[config.mk]
export PLATFORM = sky130hd
export DESIGN_NAME = regfile_wb_arbiter
export DESIGN_NICKNAME = d
export VERILOG_FILES = /design/src/rtl/regfile_wb_arbiter.sv
export SDC_FILE = /design/constraint.sdc
export NUM_CORES = 1
export LEC_CHECK = 0
export BUFFER_PORTS_ARGS = -buffer_cell sky130_fd_sc_hd__buf_4
export CAP_MARGIN = 20
export CORE_MARGIN = 5
export CORE_UTILIZATION = 50
export DETAILED_ROUTE_END_ITERATION = 12
export PLACE_DENSITY_LB_ADDON = 0.12
export SYNTH_ARGS = -nofsm -noshare
export SYNTH_HDL_FRONTEND = slang
export SYNTH_SLANG_ARGS = --single-unit
[constraint.sdc]
create_clock -name clk -period 5.59 [get_ports clk]
set_clock_uncertainty 0.15 [all_clocks]
set_input_delay 0.2795 -clock clk [delete_from_list [all_inputs] [get_ports clk]]
set_output_delay 0.2795 -clock clk [all_outputs]
set_load 0.01 [all_outputs]
[src/rtl/regfile_wb_arbiter.sv]
// Shares the register file's single write port between the ALU and LSU write-back paths.
// Writes are registered: a grant at one edge drives rf_we/rf_addr/rf_wdata for the following cycle.
module regfile_wb_arbiter #(
    parameter int DATA_W = 32,
    parameter int ADDR_W = 5,
    parameter int CNT_W  = 16
) (
    input  logic              clk,
    input  logic              rst,
    input  logic              alu_valid,
    input  logic [ADDR_W-1:0] alu_rd,
    input  logic [DATA_W-1:0] alu_data,
    output logic              alu_ready,
    input  logic              lsu_valid,
    input  logic [ADDR_W-1:0] lsu_rd,
    input  logic [DATA_W-1:0] lsu_data,
    output logic              lsu_ready,
    output logic              rf_we,
    output logic [ADDR_W-1:0] rf_addr,
    output logic [DATA_W-1:0] rf_wdata,
    output logic [CNT_W-1:0]  conflict_cnt,
    output logic [1:0]        dbg_state
);

    // Handshake: a request transfers in any cycle where valid and ready are both high;
    // a requester holds valid, rd and data stable until it sees ready.

    typedef enum logic {PTR_ALU = 1'b0, PTR_LSU = 1'b1} ptr_e;

    ptr_e              ptr_q, ptr_d;
    logic              owed_q, owed_d;
    logic              we_q, we_d;
    logic [ADDR_W-1:0] addr_q, addr_d;
    logic [DATA_W-1:0] wdata_q, wdata_d;
    logic [CNT_W-1:0]  cnt_q, cnt_d;

    logic alu_zero, lsu_zero, alu_nz, lsu_nz;
    logic contend, same_rd;
    logic grant_alu, grant_lsu;

    assign alu_zero = alu_valid && (alu_rd == '0);
    assign lsu_zero = lsu_valid && (lsu_rd == '0);
    assign alu_nz   = alu_valid && (alu_rd != '0);
    assign lsu_nz   = lsu_valid && (lsu_rd != '0);
    assign contend  = alu_nz && lsu_nz;
    assign same_rd  = contend && (alu_rd == lsu_rd);

    // State register: priority pointer plus the "LSU lost a same-rd collision" flag.
    always_ff @(posedge clk or negedge rst) begin
        if (!rst) begin
            ptr_q   <= PTR_ALU;
            owed_q  <= 1'b0;
            we_q    <= 1'b0;
            addr_q  <= '0;
            wdata_q <= '0;
            cnt_q   <= '0;
        end else begin
            ptr_q   <= ptr_d;
            owed_q  <= owed_d;
            we_q    <= we_d;
            addr_q  <= addr_d;
            wdata_q <= wdata_d;
            cnt_q   <= cnt_d;
        end
    end

    // Next-state logic.
    always_comb begin
        ptr_d   = ptr_q;
        owed_d  = owed_q;
        we_d    = grant_alu || grant_lsu;
        addr_d  = addr_q;
        wdata_d = wdata_q;
        cnt_d   = cnt_q;

        // Only an ordinary distinct-rd contention moves the pointer.
        if (contend && !same_rd && !owed_q) begin
            ptr_d = (ptr_q == PTR_ALU) ? PTR_LSU : PTR_ALU;
        end

        if (same_rd && grant_alu) begin
            owed_d = 1'b1;
        end else if (grant_lsu) begin
            owed_d = 1'b0;
        end

        if (grant_alu) begin
            addr_d  = alu_rd;
            wdata_d = alu_data;
        end else if (grant_lsu) begin
            addr_d  = lsu_rd;
            wdata_d = lsu_data;
        end

        if (contend && (cnt_q != {CNT_W{1'b1}})) begin
            cnt_d = cnt_q + {{(CNT_W-1){1'b0}}, 1'b1};
        end
    end

    // Output logic: grants for nonzero-rd requests; rd = 0 requests are accepted unconditionally.
    always_comb begin
        grant_alu = 1'b0;
        grant_lsu = 1'b0;
        if (contend) begin
            if (owed_q) begin
                grant_lsu = 1'b1;
            end else if (same_rd) begin
                grant_alu = 1'b1;
            end else if (ptr_q == PTR_ALU) begin
                grant_alu = 1'b1;
            end else begin
                grant_lsu = 1'b1;
            end
        end else begin
            grant_alu = alu_nz;
            grant_lsu = lsu_nz;
        end
        alu_ready = rst && (grant_alu || alu_zero);
        lsu_ready = rst && (grant_lsu || lsu_zero);
    end

    assign rf_we        = we_q;
    assign rf_addr      = addr_q;
    assign rf_wdata     = wdata_q;
    assign conflict_cnt = cnt_q;
    assign dbg_state    = {owed_q, ptr_q};

endmodule

==> results of run 1 <==
-- cells in the final DEF, fill, tap and decap left out, types with 2 or more instances in the layout --
cell,netlist,routed
nor2_1,7,6
xnor2_1,15,15
a22o_1,32,32
and2_1,2,2
a221o_1,37,37
buf_4,5,137
clkbuf_8,0,5
a22oi_1,5,5
and4_1,2,2
nand3_1,10,10
and3_1,6,6
nor2_2,1,2
dfrtp_1,56,56
xor2_1,6,6
nand2_1,7,7
or3_1,2,2
nand4_1,4,4
-- worst register-to-register path, stage by stage (launching register included) --
cell and delay (ns):
dfrtp_1 0.45, or3_1 0.42, o221a_2 0.51, nor2_4 0.69, a221o_1 0.29
-- state kept, by name (all words and copies together), names as in the netlist --
name	count
conflict_cnt	16
owed_q	1
ptr_q	1
rf_addr	5
rf_wdata	32
rf_we	1
-- metrics by stage --
| step | utilization, % | hold WS, ns |
|---|---|---|
| 3_5_place_dp | 69.4 | 0.229 |
| 6_report | 71.5 | 0.0506 |
| 4_1_cts | 71.5 | 0.0434 |
| 5_1_grt | 71.5 | 0.0377 |
| 3_3_place_gp | 69.4 | 0.235 |
| 2_1_floorplan | - | -0.166 |
-- layout make-up --
cell class,instances,area [um2],share of cell area [%]
clock inverter,2,35.0,0.901
multi-input combinational,154,1250,32.1
tap,72,90.1,2.32
clock buffer,6,72.6,1.87
timing repair buffer,138,1040,26.7
inverter,1,3.75,0.0965
sequential,56,1400,36.0
-- kinds of logic (layout without fill, tap and decap cells) --
logic type	after synthesis	in the layout	synth area share, %
buf+inv	19	147	4.77
fa+ha+maj	1	1	0.450
flops	56	56	50.4
simple gates	46	46	9.27
compound gates	85	85	28.1
xor+xnor	21	21	6.62
mux	1	1	0.405
-- metal layers --
layer	routed length [um]	share of wire [%]	GRT usage [%]
met5	0	0	0
met4	57	0.72	3.88
met3	588	7.4	5.30
met2	3990	50	35.5
met1	3310	42	29.6
-- power by group through the flow --
stage	clock [mW]	sequential [mW]	combinational (mW)
2_1_floorplan	0	0.605	0.211
3_3_place_gp	0	0.572	0.463
3_5_place_dp	0	0.573	0.472
4_1_cts	0.262	0.568	0.473
5_1_grt	0.280	0.581	0.509
6_report	0.257	0.569	0.468
-- worst max path at each step --
stage                          from            to  slack [ns]  depth (start not counted)
after floorplan           lsu_rd[0]     alu_ready        3.43                          7
after global placement    lsu_rd[0]  rf_wdata[15]        2.77                          6
after detailed placement  lsu_rd[0]  rf_wdata[10]        2.73                          6
after CTS                    owed_q  rf_wdata[26]        3.02                          4
after global routing         owed_q  rf_wdata[14]        2.89                          4
final                     lsu_rd[0]  rf_wdata[26]        3.03                          6
==> summary.txt, run 1 <==
Run status
  – Outcome: finished clean

Setup path
  – Worst Path Arrival: 2.64 ns
  – Startpoint of the worst register-to-register path: owed_q
  – Worst r2r path cells: 4
  – Critical path startpoint category: input pin
  – Nature of the critical path endpoint: flop
  – CP max stage delay: 0.69 ns
  – Slack of the worst reg-to-reg path: 3.03 ns
  – Cells along the critical path: buf_4, or4_4, o21a_1, o221a_2, nor2_4, a221o_1
  – Worst setup path category: in2reg
  – Buf+Inv Stages, Crit Path: 1
  – Worst path slowest cell: nor2_4
  – Highest net fanout along the worst path: 34
  – Reg-to-reg endpoint: rf_wdata[26]
  – Required time worst endpoint: 5.67 ns
  – CP top delay family: simple AND/OR/NAND/NOR gates

Finish
  – Fraction of layout cells with a size suffix above 1: between 40% and 50%
  – Signed area change from the synthesized netlist to the final layout: 39.9%
  – Final Non-Filler Cells: ~430
  – Final cell area excluding filler cells: 0.00389 mm2
  – Antenna Cells: 0
  – Number of fillers in the final layout: 415
  – Total number of nets in the final design: 435

Logic synthesis
  – Post-Synthesis Cell Area: roughly 0.0028 mm2
  – Syn nets: 308
  – Sequential element share of the synthesized area: between 50% and 60%
  – Dominant cell type by area after synthesis: dfrtp_1
  – Post-Synthesis Cells: 229
  – Most instantiated cells after synthesis: dfrtp_1 (56), a221o_1 (37), a22o_1 (32)
  – Top_reg_cell synth: dfrtp_1
  – Distinct cell type count of the synthesized netlist: 38
  – Synth warn: 0
  – Cell types occupying the most area after synthesis: dfrtp_1 (50%), a221o_1 (13%), a22o_1 (10%)
  – Yosys reg bits: 56
  – Area share of the largest cell type after synthesis: between 50% and 60%
  – Async set-reset flop share out of synthesis: 100%
  – Number of synthesized flops with an enable pin: 0
  – Most common cell in the synthesized netlist: dfrtp_1
  – Mean instance size in the synthesized netlist: between 10 and 15 um2

Global routing
  – Largest net degree at the start of global routing: 59
  – Antenna violations before repair: 0
  – Global routing usage summed across all routing layers: 21.7%
  – Total overflow reported by the global router: 0
  – Via count of the first global-routing pass: 2485
  – First-pass GRT wire length: 12.7 mm

Routing
  – Via/cell ratio: 5.89
  – DRT Pass-1 Iters: 4
  – Wire length per cell: about 19 um
  – Final WL: 7.94 mm
  – DR DRC count: 0
  – Violation count after the first detailed-route iteration: 177
  – DR vias: ~2500
  – Antenna viol nets, final: 0

Power and ir drop
  – Clock network fraction of total power: around a fifth
  – Power density cells: 333 mW/mm2
  – Net switching fraction of the power: 31.6%
  – Leakage power: ~1.9 nW
  – Part of the power in combinational logic: around 36%
  – Design Power: 1.29 mW
  – Worst IR drop on VDD: roughly 190 uV
  – Relative contribution of sequential cells to total power: 44.0%
  – Design internal power: 884 uW
  – NetSw: between 400 and 500 uW

STA
  – Setup slack after layout: ~3.0 ns
  – Share of the cycle needed by the critical path after routing: ~46%
  – Relative slew margins: 48.4%
  – Minimum clock period: 2.56 ns
  – Final setup violation count: 0
  – F_max: approximately 390 MHz
  – Final number of max-transition violations: 0
  – Post-Route Setup TNS: 0 ns
  – Final hold violation count: 0
  – Worst slew pin tran: 0.774 ns
  – Unrepaired setup endpoints after global routing: no

Job
  – Max Cap Violations: 0

Floorplan
  – I/O pin total: between 100 and 150
  – Die width: 84.6 um
  – Starting Density: 51.1%
  – Die footprint: 0.00715 mm2
  – CORE AREA: 0.00544 mm2
  – Number of placement rows: 27
  – Overall die height: 84.6 um

Placed design
  – Placed cells: 420
  – IO Port Bufs: 135
  – Cell area reported after detailed placement: 0.00377 mm2
  – Sum of net half-perimeters after detailed placement: 5.71 mm
  – Pre-CTS setup slack: 2.73 ns
  – Weighted congestion at the end of routability-driven global placement: 0.895

Clock tree
  – Clock tree from TritonCTS: built
  – Register clock-pin slew on the reported worst setup and hold paths: ~0.10 ns
  – # H-tree levels: 2
  – # resized after CTS: 0
  – Clock root cell: clkbuf_8
  – Clk_lat worst skew: approximately 0.30 ns
  – Number of buffers inserted by post-CTS setup repair: 0
  – TritonCTS Sinks: 56
  – Hold-fix buffers at CTS: 1
  – Number of buffers created by CTS: 5
  – Largest buffer count on any clock path: 2

Worst hold path
  – Source of the worst hold timing path: alu_data[9]
  – Min-Delay Path Class: in2reg
  – Min-Delay Endpoint: rf_wdata[9]
  – Depth of the worst hold-timing path: 2
Power figures use the tool's default switching activity.
==> inputs of run 2 (changes only) <==
Settings changed: ABC_AREA from default to 1, CORE_UTILIZATION 50 to 44.
Clock period 5.59 ns to 2.18 ns, I/O delays scaled along.
==> summary.txt, run 2 <==
Run status
  – Outcome: finished clean

Finish
  – Antenna Cells: 0 (unchanged)
  – Final cell area excluding filler cells: 0.00517 mm2 (+33%)
  – Most common library cell in the layout ignoring fill and taps: buf_4
  – Total number of nets in the final design: 708 (+63%)
  – Number of flip-flops under the largest register name: 32 (unchanged)
  – Fraction of layout cells with a size suffix above 1: 27.5% (-15 points)
  – Signed area change from the synthesized netlist to the final layout: 60.8%
  – Commonest non-fill, non-tap cells in the layout: buf_4 (146), nand2_1 (108), dlygate4sd3_1 (74)

Logic synthesis
  – Sequential element share of the synthesized area: 43.5% (-6.9 points)
  – Post-Synthesis Cells: 426 (+86%)
  – Yosys reg bits: 56 (unchanged)
  – Distinct cell type count of the synthesized netlist: 25 (-34%)
  – Cell types occupying the most area after synthesis: dfrtp_1 (44%), nand2_1 (13%), nand4_1 (7.6%)
  – Async set-reset flop share out of synthesis: 100% (unchanged)
  – Dominant cell type by area after synthesis: dfrtp_1
  – Most instantiated cells after synthesis: nand2_1 (108), dfrtp_1 (56), nor2_1 (54)
  – Most common cell in the synthesized netlist: nand2_1
  – Synth warn: 0 (unchanged)
  – Post-Synthesis Cell Area: 0.00322 mm2 (+16%)
  – Number of synthesized flops with an enable pin: 0 (unchanged)
  – Syn nets: 505 (+64%)
  – Top_reg_cell synth: dfrtp_1
  – Mean instance size in the synthesized netlist: 7.55 um2 (-38%)
  – Area share of the largest cell type after synthesis: 43.5% (-6.9 points)

Routing
  – DR vias: 3602 (+43%)
  – Violation count after the first detailed-route iteration: 247 (+40%)
  – Via/cell ratio: 4.94 (-16%)
  – DRT Pass-1 Iters: 4 (unchanged)
  – Wire length per cell: 14.9 um (-20%)
  – Final WL: 10.8 mm (+37%)
  – Antenna viol nets, final: 0 (unchanged)
  – DR DRC count: 0 (unchanged)

Worst hold path
  – Min-Delay Path Class: in2reg
  – Min-Delay Endpoint: rf_addr[2]
  – Source of the worst hold timing path: lsu_rd[2]
  – Depth of the worst hold-timing path: 5 (+3)

Placed design
  – Weighted congestion at the end of routability-driven global placement: 0.830 (-7.3%)
  – IO Port Bufs: 135 (unchanged)
  – Sum of net half-perimeters after detailed placement: 6.81 mm (+19%)
  – Cell area reported after detailed placement: 0.00426 mm2 (+13%)

Clock tree
  – Clock root cell: clkbuf_8
  – TritonCTS Sinks: 56 (unchanged)
  – Clk_lat worst skew: 0.31 ns (about the same)
  – Largest buffer count on any clock path: 2 (unchanged)
  – Number of buffers created by CTS: 5 (unchanged)
  – Register clock-pin slew on the reported worst setup and hold paths: 0.10 ns (about the same)
  – # H-tree levels: 2 (unchanged)
  – Clock tree from TritonCTS: built

Power and ir drop
  – Design internal power: 2.34 mW (+160%)
  – Clock network fraction of total power: 21.4% (+1.6 points)
  – NetSw: 1.23 mW (+200%)
  – Net switching fraction of the power: 34.5% (+2.9 points)
  – Part of the power in combinational logic: 38.8% (+2.6 points)
  – Leakage power: 2.67 nW (+43%)
  – Relative contribution of sequential cells to total power: 39.9% (-4.1 points)
  – Worst IR drop on VDD: 546 uV (+180%)
  – Power density cells: 690 mW/mm2 (+110%)

Setup path
  – Critical path startpoint category: input pin
  – CP top delay family: simple AND/OR/NAND/NOR gates
  – Levels on crit path: 10 (+4)
  – Worst Path Arrival: 2.11 ns (-0.53 ns)
  – CP max stage delay: 0.55 ns (-0.14 ns)
  – Worst setup path category: in2reg
  – Highest net fanout along the worst path: 18 (-47%)
  – Nature of the critical path endpoint: flop
  – Required time worst endpoint: 2.23 ns (-3.44 ns)
  – Worst r2r path cells: 8 (+4)
  – Cells along the critical path: dlygate4sd3_1, buf_4, xnor2_1, nand2_1, nor2_4, nand2_4, nand3_4, nand3_2, nand2_1, nand3_1
  – Slack of the worst reg-to-reg path: 0.33 ns (-2.70 ns)
  – Worst path slowest cell: dlygate4sd3_1
  – Cell repeated most along the worst path: nand2_1
  – Reg-to-reg endpoint: conflict_cnt[2]
  – Buf+Inv Stages, Crit Path: 2 (+1)
  – Startpoint of the worst register-to-register path: conflict_cnt[0]

STA
  – Minimum clock period: just over 2 ns
  – Share of the cycle needed by the critical path after routing: 94.4%
  – Final setup violation count: 0 (unchanged)
  – Worst slew pin tran: 0.470 ns (-0.304 ns)
  – Post-Route Setup TNS: 0 ns (unchanged)
  – F_max: slightly below 500 MHz
  – Relative slew margins: 68.6% (+20 points)
  – Unrepaired setup endpoints after global routing: no
  – Final number of max-transition violations: 0 (unchanged)
  – Final hold violation count: 0 (unchanged)

Floorplan
  – Number of placement rows: 31 (+15%)
  – Starting Density: 44.8% (-6.3 points)
  – Overall die height: 95.5 um (+13%)
  – Die width: 95.5 um (+13%)
  – I/O pin total: 136 (unchanged)
  – Die footprint: 0.00912 mm2 (+28%)
  – CORE AREA: 0.00718 mm2 (+32%)

Global routing
  – Antenna violations before repair: 0 (unchanged)
  – First-pass GRT wire length: 16.7 mm (+31%)
  – Largest net degree at the start of global routing: 44 (-25%)
  – Via count of the first global-routing pass: 3448 (+39%)
  – Global routing usage summed across all routing layers: 23.1% (+1.5 points)
  – Total overflow reported by the global router: 0 (unchanged)

Job
  – Max Cap Violations: 0 (unchanged)
run 2: worst max-delay path by stage:
stage                                from               to  slack [ns]
final                           alu_rd[0]     rf_wdata[29]        0.12
after global routing            alu_rd[4]        alu_ready       0.009
after CTS                       alu_rd[0]     rf_wdata[16]        0.07
after detailed placement        alu_rd[4]     rf_wdata[16]        0.31
after global placement          alu_rd[4]     rf_wdata[21]        0.34
after floorplan           conflict_cnt[0]  conflict_cnt[4]        0.54
run 2: through the flow:
step	setup slack [ns]	utilization (%)	power, mW	cells	hold slack (ns)
after floorplan	0.538	-	2.07	426	-0.337
after global placement	0.338	59.4	2.65	642	-0.0930
after detailed placement	0.313	59.4	2.66	642	-0.0937
after CTS	0.0688	71.5	3.53	724	0.00184
after global routing	0.00905	72.1	3.77	729	0.0452
final	0.122	72.1	3.57	729	0.00270
run 2: cell type report:
type	count	area, um2
clock inverter	1	30.0
clock buffer	7	96.3
tap	99	124
timing repair buffer	221	1860
multi-input combinational	291	1460
fill	539	2000
sequential	56	1400
inverter	54	203
run 2: power groups by stage:
stage	combinational, mW	sequential (mW)	clock (mW)
floorplan	0.565	1.51	0
global placement	1.21	1.43	0
detailed placement	1.23	1.43	0
CTS	1.34	1.42	0.774
global route	1.50	1.45	0.817
finish	1.38	1.42	0.762
run 2: worst min-delay path, cell delays in order:
cell     delay (ns)
buf_4          0.13
inv_1          0.05
nor2_1         0.04
nand2_1        0.05
nand3_1        0.06
run 2: cell families (layout without fill, tap and decap cells):
group                    after synthesis  count (layout)  share of synthesized area [%]
AO/OA/AOI/OAI                          6               6                          0.933
XOR/XNOR                              18              18                           4.90
adder cells (fa/ha/maj)                1               1                          0.389
buffers and inverters                 80             283                           11.5
flip-flops                            56              56                           43.5
AND/OR/NAND/NOR                      265             266                           38.8
run 2: timing repair:
| action | in CTS | in global routing |
|---|---|---|
| setup endpoints to repair | 0 | 38 |
| hold endpoints to repair | 63 | 0 |
| resized for setup | 0 | 1 |
| setup buffers | 0 | 4 |
| hold buffers | 74 | 0 |
run 2: layer usage:
metal / vias to the layer above / track usage, % / part of all wire [%]
li1: 1764 / - / -
met3: 16 / 4.74 / 7.8
met4: 0 / 7.35 / 1.8
met2: 145 / 38.3 / 48
met1: 1677 / 30.3 / 42
met5: - / 0 / 0
==> inputs of run 3 (changes only) <==
Settings changed: GPL_TIMING_DRIVEN from default to 0.
==> summary.txt, run 3 (synthesized netlist as in run 2, its figures left out) <==
Run status
  – Outcome: finished clean

Floorplan
  – Overall die height: 95.5 um (unchanged)
  – Die width: 95.5 um (unchanged)
  – Die footprint: 0.00912 mm2 (unchanged)
  – Number of placement rows: 31 (unchanged)
  – I/O pin total: 136 (unchanged)
  – Starting Density: 44.8% (unchanged)
  – CORE AREA: 0.00718 mm2 (unchanged)

Placed design
  – Sum of net half-perimeters after detailed placement: 7.02 mm (+3.2%)
  – Weighted congestion at the end of routability-driven global placement: 0.829 (-0.12%)
  – Cell area reported after detailed placement: 0.00436 mm2 (+2.2%)
  – Placed cells: 660 (+2.8%)
  – Pre-CTS setup slack: 0.419 ns (+0.106 ns)
  – IO Port Bufs: 135 (unchanged)

STA
  – Unrepaired setup endpoints after global routing: no
  – Worst slew pin tran: 0.778 ns (+0.308 ns)
  – Final setup violation count: 0 (unchanged)
  – Post-Route Setup TNS: 0 ns (unchanged)
  – F_max: 486 MHz (about the same)
  – Worst-case hold slack: 0.00960 ns (+0.00690 ns)
  – Setup slack after layout: 0.123 ns (+0.00128 ns)
  – Share of the cycle needed by the critical path after routing: 94.4% (about the same)
  – Relative slew margins: 48.2% (-20 points)
  – Minimum clock period: 2.06 ns (-0.00128 ns)
  – Final hold violation count: 0 (unchanged)
  – Final number of max-transition violations: 0 (unchanged)

Setup path
  – Highest net fanout along the worst path: 10 (-8)
  – Worst setup path category: reg2reg
  – Buf+Inv Stages, Crit Path: 5 (+3)
  – Worst r2r path cells: 8 (unchanged)
  – Required time worst endpoint: 2.24 ns (about the same)
  – Cells along the critical path: inv_1, nor2_1, inv_2, buf_4, buf_2, nand4_1, nand3_1, dlygate4sd3_1
  – CP max stage delay: 0.56 ns (about the same)
  – Startpoint of the worst register-to-register path: owed_q
  – CP top delay family: buffers and inverters
  – Worst Path Arrival: 2.12 ns (about the same)
  – Critical path startpoint category: flop
  – Slack of the worst reg-to-reg path: 0.12 ns (-0.21 ns)
  – Levels on crit path: 8 (-2)
  – Reg-to-reg endpoint: rf_wdata[16]
  – Nature of the critical path endpoint: flop
  – Crit path from: owed_q
  – Worst path slowest cell: dlygate4sd3_1

Clock tree
  – Clk_lat worst skew: 0.31 ns (about the same)
  – Register clock-pin slew on the reported worst setup and hold paths: 0.11 ns (about the same)
  – Clock tree from TritonCTS: built
  – Clock root cell: clkbuf_8
  – Largest buffer count on any clock path: 2 (unchanged)
  – # H-tree levels: 2 (unchanged)
  – Number of buffers created by CTS: 5 (unchanged)
  – TritonCTS Sinks: 56 (unchanged)

Routing
  – DR DRC count: 0 (unchanged)
  – Antenna viol nets, final: 0 (unchanged)
  – Wire length per cell: 14.6 um (-1.9%)
  – Violation count after the first detailed-route iteration: 119 (-52%)
  – Via/cell ratio: 4.94 (about the same)
  – Final WL: 10.8 mm (-0.44%)
  – DR vias: 3658 (+1.6%)
  – DRT Pass-1 Iters: 6 (+2)

Power and ir drop
  – Power density cells: 686 mW/mm2 (-0.51%)
  – Leakage power: 2.70 nW (+1.2%)
  – Design Power: 3.54 mW (-0.73%)
  – Worst IR drop on VDD: 502 uV (-7.9%)

Global routing
  – First-pass GRT wire length: 17.0 mm (+2.1%)
  – Via count of the first global-routing pass: 3660 (+6.1%)
  – Total overflow reported by the global router: 0 (unchanged)
  – Global routing usage summed across all routing layers: 23.5% (+0.31 points)
  – Largest net degree at the start of global routing: 59 (+34%)
  – Antenna violations before repair: 0 (unchanged)

Finish
  – Total number of nets in the final design: 720 (+1.7%)
  – Commonest non-fill, non-tap cells in the layout: buf_4 (141), nand2_1 (108), dlygate4sd3_1 (72)
  – Most common library cell in the layout ignoring fill and taps: buf_4
  – Number of flip-flops under the largest register name: 32 (unchanged)
  – Antenna Cells: 0 (unchanged)
  – Final core utilization: 71.9% (-0.16 points)
  – Final Non-Filler Cells: 740 (+1.5%)
  – Final cell area excluding filler cells: 0.00516 mm2 (-0.22%)
  – Fraction of layout cells with a size suffix above 1: 28.9% (+1.4 points)
  – Signed area change from the synthesized netlist to the final layout: 60.4%

Worst hold path
  – Source of the worst hold timing path: lsu_rd[0]
  – Min-Delay Endpoint: rf_addr[0]
  – Depth of the worst hold-timing path: 5 (unchanged)
  – Min-Delay Path Class: in2reg

Job
  – Max Cap Violations: 0 (unchanged)
run 3: area by class of cell:
cell class / instances / area [um2]
buffer: 26 / 168
clock buffer: 6 / 72.6
clock inverter: 1 / 5.00
fill: 582 / 2010
inverter: 54 / 203
multi-input combinational: 290 / 1450
sequential: 56 / 1400
tap: 99 / 124
timing repair buffer: 208 / 1740
run 3: per-layer routing:
layer / vias up / part of all wire, % / GRT usage, %
met5: - / 0 / 0
met4: 0 / 2.2 / 6.75
met3: 24 / 7.2 / 3.95
met2: 145 / 50 / 41.1
met1: 1708 / 40 / 29.6
li1: 1781 / - / -
run 3: repair_timing:
action                                  CTS  global route
gates resized for setup                   0             2
hold buffers                             72             0
endpoints found under the setup margin    0            21
setup buffers                             0             1
hold endpoints to repair                 94             0
run 3: how the worst max path moves through the flow:
stage          slack (ns)               end
2_1_floorplan        0.54   conflict_cnt[4]
3_3_place_gp         0.47  conflict_cnt[12]
3_5_place_dp         0.42   conflict_cnt[4]
4_1_cts              0.05      rf_wdata[13]
5_1_grt             0.002      rf_wdata[16]
6_report             0.12      rf_wdata[16]
run 3: power breakdown:
group          internal [mW]  switching, mW  total, mW
Clock                  0.221          0.350      0.571
Sequential              1.25          0.174       1.42
Combinational          0.832          0.716       1.55
run 3: worst min-delay path, delay by kind of cell:
family,cells,cell delay [ns]
buffers and inverters,2,0.18
and+or+nand+nor,3,0.15
